`src/rtl/dance_judge_pkg.sv`:
```
// Shared definitions for the dance judge: arrow codes, FSM encoding and helpers.
// Also intended for reuse by the arrow generator and display logic.
package dance_judge_pkg;

  typedef enum logic [2:0] {
    UP    = 3'd0,
    DOWN  = 3'd1,
    LEFT  = 3'd2,
    RIGHT = 3'd3,
    NONE  = 3'd4
  } arrow_e;

  typedef enum logic [1:0] {
    ST_IDLE  = 2'd0,
    ST_ARMED = 2'd1,
    ST_JUDGE = 2'd2
  } state_e;

  localparam int unsigned CNT_W     = 24;
  localparam logic [7:0]  COMBO_MAX = 8'hFF;

  // Codes 5-7 behave exactly like NONE.
  function automatic logic is_target(input logic [2:0] code);
    return code < 3'(NONE);
  endfunction

  function automatic logic [3:0] arrow_mask(input logic [1:0] code);
    return 4'b0001 << code;
  endfunction

endpackage

```
`src/rtl/dance_judge_if.sv`:
```
// Player/game-side signal bundle of the dance judge.
interface dance_judge_if;
  logic        step;
  logic [2:0]  arrow;
  logic [3:0]  btn;
  logic [15:0] score;
  logic [7:0]  combo;
  logic [7:0]  max_combo;
  logic        hit_pulse;
  logic        miss_pulse;
  logic        armed;

  modport master (
    output step, arrow, btn,
    input  score, combo, max_combo, hit_pulse, miss_pulse, armed
  );

  modport slave (
    input  step, arrow, btn,
    output score, combo, max_combo, hit_pulse, miss_pulse, armed
  );
endinterface

```
`src/rtl/dance_judge_btn_edge.sv`:
```
// 4-bit rising-edge detector; history is preloaded with btn during reset so
// buttons held across reset release never count as presses.
module btn_edge (
  input  logic       clk,
  input  logic       rst,
  input  logic [3:0] btn,
  output logic [3:0] press
);
  logic [3:0] prev_q, prev_d;

  always_comb begin
    prev_d = btn;
    press  = rst ? '0 : (btn & ~prev_q);
  end

  always_ff @(posedge clk) begin
    prev_q <= prev_d;
  end
endmodule

```
`src/rtl/dance_judge.sv`:
```
// Rhythm-game judge: latches a target arrow, waits a timed window for the
// matching button press and keeps score, combo and best combo.
module dance_judge
  import dance_judge_pkg::*;
#(
  parameter int unsigned WINDOW      = 12_500_000,
  parameter int unsigned POINTS      = 10,
  parameter int unsigned COMBO_BONUS = 10
) (
  input  logic          clk,
  input  logic          rst,
  dance_judge_if.slave  bus
);
  localparam logic [CNT_W-1:0] CNT_LAST = CNT_W'(WINDOW - 1);
  localparam logic [16:0]      ADD_1    = 17'(POINTS);
  localparam logic [16:0]      ADD_2    = 17'(2 * POINTS);

  state_e           state_q, state_d;
  logic [1:0]       code_q, code_d;
  logic [CNT_W-1:0] cnt_q, cnt_d;
  logic [15:0]      score_q, score_d;
  logic [7:0]       combo_q, combo_d;
  logic [7:0]       max_q, max_d;
  logic             hit_q, hit_d;
  logic             miss_q, miss_d;
  logic             armed_q, armed_d;

  logic [3:0]  press;
  logic [3:0]  want;
  logic        live;
  logic        hit;
  logic        miss;
  logic        new_tgt;
  logic [16:0] add;
  logic [16:0] sum;

  btn_edge u_edge (
    .clk   (clk),
    .rst   (rst),
    .btn   (bus.btn),
    .press (press)
  );

  always_comb begin
    // A target latched alongside a judgment is already live during the JUDGE cycle.
    live    = (state_q == ST_ARMED) || ((state_q == ST_JUDGE) && armed_q);
    want    = arrow_mask(code_q);
    hit     = live && (press == want) && (bus.btn == want);
    miss    = live && !hit && ((|press) || bus.step || (cnt_q == CNT_LAST));
    new_tgt = bus.step && is_target(bus.arrow);
    add     = (32'(combo_q) >= COMBO_BONUS) ? ADD_2 : ADD_1;
    sum     = {1'b0, score_q} + add;

    code_d  = code_q;
    cnt_d   = cnt_q;
    score_d = score_q;
    combo_d = combo_q;
    max_d   = max_q;
    hit_d   = hit;
    miss_d  = miss;
    armed_d = armed_q;

    if (hit) begin
      score_d = sum[16] ? '1 : sum[15:0];
      combo_d = (combo_q == COMBO_MAX) ? combo_q : combo_q + 8'd1;
      if (combo_d > max_q) max_d = combo_d;
    end else if (miss) begin
      combo_d = '0;
    end

    // A step always closes any live target (via hit or miss above) before latching.
    if (bus.step) begin
      armed_d = new_tgt;
      if (new_tgt) begin
        code_d = bus.arrow[1:0];
        cnt_d  = '0;
      end
    end else if (hit || miss) begin
      armed_d = 1'b0;
    end else if (live) begin
      cnt_d = cnt_q + 1'b1;
    end

    if (hit || miss)  state_d = ST_JUDGE;
    else if (armed_d) state_d = ST_ARMED;
    else              state_d = ST_IDLE;
  end

  always_ff @(posedge clk) begin
    if (rst) begin
      state_q <= ST_IDLE;
      code_q  <= '0;
      cnt_q   <= '0;
      score_q <= '0;
      combo_q <= '0;
      max_q   <= '0;
      hit_q   <= 1'b0;
      miss_q  <= 1'b0;
      armed_q <= 1'b0;
    end else begin
      state_q <= state_d;
      code_q  <= code_d;
      cnt_q   <= cnt_d;
      score_q <= score_d;
      combo_q <= combo_d;
      max_q   <= max_d;
      hit_q   <= hit_d;
      miss_q  <= miss_d;
      armed_q <= armed_d;
    end
  end

  assign bus.score      = score_q;
  assign bus.combo      = combo_q;
  assign bus.max_combo  = max_q;
  assign bus.hit_pulse  = hit_q;
  assign bus.miss_pulse = miss_q;
  assign bus.armed      = armed_q;
endmodule

```
`src/flat_wrapper.sv`:
```
// flat-port wrapper written by rule: the top's interface ports become plain ports
module dance_judge_flat import dance_judge_pkg::*;
#(
  parameter int unsigned WINDOW      = 12_500_000,
  parameter int unsigned POINTS      = 10,
  parameter int unsigned COMBO_BONUS = 10
)
  (clk, rst, bus_step, bus_arrow, bus_btn, bus_score, bus_combo, bus_max_combo, bus_hit_pulse, bus_miss_pulse, bus_armed);
  dance_judge_if bus_i ();
  input  logic clk;
  input  logic rst;
  input wire logic [$bits(bus_i.step)-1:0] bus_step;
  input wire logic [$bits(bus_i.arrow)-1:0] bus_arrow;
  input wire logic [$bits(bus_i.btn)-1:0] bus_btn;
  output wire logic [$bits(bus_i.score)-1:0] bus_score;
  output wire logic [$bits(bus_i.combo)-1:0] bus_combo;
  output wire logic [$bits(bus_i.max_combo)-1:0] bus_max_combo;
  output wire logic [$bits(bus_i.hit_pulse)-1:0] bus_hit_pulse;
  output wire logic [$bits(bus_i.miss_pulse)-1:0] bus_miss_pulse;
  output wire logic [$bits(bus_i.armed)-1:0] bus_armed;
  assign bus_i.step = bus_step;
  assign bus_i.arrow = bus_arrow;
  assign bus_i.btn = bus_btn;
  assign bus_score = bus_i.score;
  assign bus_combo = bus_i.combo;
  assign bus_max_combo = bus_i.max_combo;
  assign bus_hit_pulse = bus_i.hit_pulse;
  assign bus_miss_pulse = bus_i.miss_pulse;
  assign bus_armed = bus_i.armed;
  dance_judge #(.WINDOW(WINDOW), .POINTS(POINTS), .COMBO_BONUS(COMBO_BONUS)) u_core (.clk(clk), .rst(rst), .bus(bus_i));
endmodule
```
`config.mk`:
```
export PLATFORM = sky130hd
export DESIGN_NAME = dance_judge_flat
export DESIGN_NICKNAME = d
export VERILOG_FILES = /design/src/rtl/dance_judge_pkg.sv /design/src/rtl/dance_judge_if.sv /design/src/rtl/dance_judge_btn_edge.sv /design/src/rtl/dance_judge.sv /design/src/flat_wrapper.sv
export SDC_FILE = /design/constraint.sdc
export NUM_CORES = 1
export LEC_CHECK = 0
export CAP_MARGIN = 20
export CORE_UTILIZATION = 56
export DETAILED_ROUTE_END_ITERATION = 16
export MAX_ROUTING_LAYER = met4
export PLACE_DENSITY = 0.78
export SLEW_MARGIN = 20
export SYNTH_ARGS = -nofsm -noshare
export SYNTH_HDL_FRONTEND = slang
export SYNTH_HIERARCHICAL = 1
export SYNTH_SLANG_ARGS = --single-unit
```
`constraint.sdc`:
```
create_clock -name clk -period 3.3 [get_ports clk]
set_input_delay 0.495 -clock clk [delete_from_list [all_inputs] [get_ports clk]]
set_output_delay 0.495 -clock clk [all_outputs]
set_load 0.005 [all_outputs]
```
==> results_dict.tcl, run 1 <==
set metrics [dict create \
    outcome "finished clean" \
    crit_fanout 7 \
    grt_pass1_vias 2908 \
    numCtsBuffers 9 \
    maxCapViolations 0 \
    drtIter0Drc 275 \
    power_frac_comb 0.060 \
    dp_hpwl_um 5760 \
    cts_hold_buf 0 \
    cts_buffer_depth 2 \
    clk_pin_slew_ns 0.07 \
    die_h_um 82.5 \
    place_inst 543 \
    cts_sinks 67 \
    ys_types 61 \
    viasPerCell 6.21 \
    finalNonFillerCells 559 \
    wl_per_cell_um 15.3 \
    nNetsFinal 505 \
    pwr_density_cell_nw_per_um2 375 \
    mostFrequentLayoutCells "67 x dfxtp_1, 43 x clkdlybuf4s50_1, 42 x nor2_1, 32 x a21oi_1, 26 x nand3_1" \
    htreeDepth 3 \
    seqPwrFrac 0.503 \
    start_util 0.596 \
    grt_antenna_before_repair 0 \
    antenna_cells 0 \
    crit_required_ns 3.56 \
    yosysWarnings 6 \
    cts_tree "done" \
    crit_type "register to register" \
    dieArea_sq_um 6810 \
    ant_nets 0 \
    p_int_mw 1.27 \
    syn_inst 436 \
    drc 0 \
    synth_seq_cells 67 \
    fin_area_sq_um 4360 \
    syn-mean-instance-area_sq_um 8.33 \
    synthFlopType "dfxtp_1" \
    row_count 28 \
    switching_share 0.225 \
    post_cts_buffers 0 \
    syn2layout_area_growth_pct 20.0 \
    fmax_ghz 0.319 \
    clkPwrFrac 0.437 \
    drt_pass1_iterations 5 \
    multi_input_area_sq_um 2150 \
    synth-edff-count 0 \
    cp.arrival_ns 3.40 \
    coreArea_sq_um 6100 \
    fin_crit_ns 3.14 \
    worstSetupStartpointType "register" \
    vias 3474 \
    regArea_sq_um 1340 \
    power.leakage_nw 1.54 \
    grt_overflow 0 \
    relSlewSlack 0.398 \
    drive_gt1_frac 0.0744 \
    skew_ns 0.00482 \
    post-route-period-util 0.951 \
    fin_tns_setup_ns 0 \
    fillCellCount 476 \
    syn_nets 462 \
    totalWireLength_um 8580 \
    routabilityCongestion 0.906 \
    switchingPower_uw 367 \
    clockRootBuffer "clkbuf_8" \
    endpoint_kind "register" \
    num_io_pins 45 \
    setup_viol 0 \
    vdd_drop_max_mv 0.213 \
    grt_max_degree 46 \
    hp-class "primary input to register" \
    hold_ws_ns 0.420 \
    drv_slew 0 \
    clock_latency_ns 0.34 \
    layout_commonest_cell "dfxtp_1" \
    io_buffers 44 \
    grt_pass1_wl_um 13700 \
    ys_async_sr_fraction 0 \
    cts_resized 0 \
    rsz0062_at_grt "false" \
    dpl-instance-area_sq_um 4150 \
    synth_area_sq_um 3630 \
    track_usage 0.272 \
    fp.dieW_um 82.5 \
    worst_pin_slew_ns 0.896 \
    hold_viol 0 \
    ys_seq_area_frac 0.369 \
]
## power by group through the flow
stage / sequential (mW) / clock, mW / combinational [mW]
2_1_floorplan: 0.837 / 0 / 0.0636
3_3_place_gp: 0.840 / 0 / 0.0939
3_5_place_dp: 0.840 / 0 / 0.0958
4_1_cts: 0.822 / 0.728 / 0.0965
5_1_grt: 0.822 / 0.767 / 0.106
6_report: 0.822 / 0.715 / 0.0977
## worst max-delay path: stages, from the launching register on
cell and delay [ns]:
dfxtp_1 0.45, ha_1 0.21, and2_0 0.29, and3_1 0.31
nor3_1 0.09, xor2_1 0.18, ha_1 0.34, nand4_1 0.16
o21bai_1 0.21, a21oi_1 0.49, a21oi_1 0.15, nor3_1 0.18
## registers in the layout, indices dropped and copies added (netlist names)
register / flops
u_core/bus.armed: 1
u_core/bus.combo: 8
u_core/bus.hit_pulse: 1
u_core/bus.max_combo: 8
u_core/bus.miss_pulse: 1
u_core/bus.score: 16
u_core/cnt_q: 24
u_core/code_q: 2
u_core/state_q: 2
u_core/u_edge/prev_q: 4
## final cells by class
class / instances / share of cell area
clock buffers: 15 / 0.0405
inverters: 17 / 0.0146
repair buffers: 52 / 0.117
clock inverters: 1 / 0.00689
multi-input cells: 332 / 0.492
flip-flops and latches: 67 / 0.308
well taps: 75 / 0.0215
## layer usage
layer | part of all wire | vias to the layer above | GRT usage
met5 | 0 | - | -
met4 | 0.016 | 0 | 0.0966
met3 | 0.055 | 15 | 0.0527
met2 | 0.46 | 135 | 0.409
met1 | 0.47 | 1626 | 0.362
li1 | - | 1698 | -
## final timing paths
check             slack (ns)                 endpoint                start  cells after the start
setup / recovery        0.16  u_core/bus.max_combo[5]  u_core/bus.combo[1]                     11
hold / removal          0.42         u_core/code_q[1]                  rst                      2
setup reg to reg        0.16  u_core/bus.max_combo[5]  u_core/bus.combo[1]                     11
hold reg to reg         0.47      u_core/bus.score[0]  u_core/bus.score[0]                      2
## metrics by stage
stage	power [mW]	worst slack, ns	utilization
CTS	1.65	0.200	0.715
global placement	0.934	0.144	0.681
finish	1.63	0.161	0.715
global route	1.69	0.0128	0.715
floorplan	0.901	0.532	-
detailed placement	0.936	0.0894	0.681
## synth_stat cells (2+ instances only)
cell      instances  area share
a31oi_1          10       0.017
a211o_1           2      0.0048
or2_2             2      0.0034
a21oi_1          32       0.044
a211oi_1          5       0.010
o211ai_1          4      0.0083
xor2_1           13       0.031
nand4_1          10       0.017
ha_1             15       0.052
nor4b_1           5       0.012
nand3_1          26       0.036
nor2_1           42       0.043
and4_1            2      0.0048
and3_1           10       0.017
o31ai_1           2      0.0041
mux2_2            2      0.0062
xnor2_1           6       0.014
a22oi_1           6       0.012
nor3_2            2      0.0055
nand2_1          22       0.023
nor2b_1           3      0.0052
or3_1             3      0.0052
a311oi_1          8       0.019
o21ai_0          23       0.032
dfxtp_1          67        0.37
nor3b_1           4      0.0083
o21bai_1          2      0.0041
a22o_1            2      0.0048
nor3_1           22       0.030
nor4_1            7       0.012
clkbuf_1         10       0.010
mux2i_1           2      0.0055
and2_1            2      0.0034
a41oi_1           2      0.0048
nand2b_1          7       0.012
inv_1            17       0.018
buf_2            10       0.014
a21o_1            3      0.0062
nand3b_1          2      0.0041
## kinds of logic after synthesis
| family | count (synthesis) | share of synthesized area |
|---|---|---|
| xor+xnor | 19 | 0.0458 |
| flops | 67 | 0.369 |
| mux | 4 | 0.0117 |
| buf+inv | 37 | 0.0417 |
| simple gates | 178 | 0.264 |
| fa+ha+maj | 16 | 0.0572 |
| compound gates | 115 | 0.210 |
(Power assumes the default switching activity.)
==> run 2, diff against run 1 <==
--- a/config.mk
+++ b/config.mk
@@ -5,7 +5,6 @@
 export SDC_FILE = /design/constraint.sdc
 export NUM_CORES = 1
 export LEC_CHECK = 0
-export CAP_MARGIN = 20
 export CORE_UTILIZATION = 56
 export DETAILED_ROUTE_END_ITERATION = 16
 export MAX_ROUTING_LAYER = met4
==> results of run 2 <==
No change in the layout: final DEF, timing and power equal those of run 1.
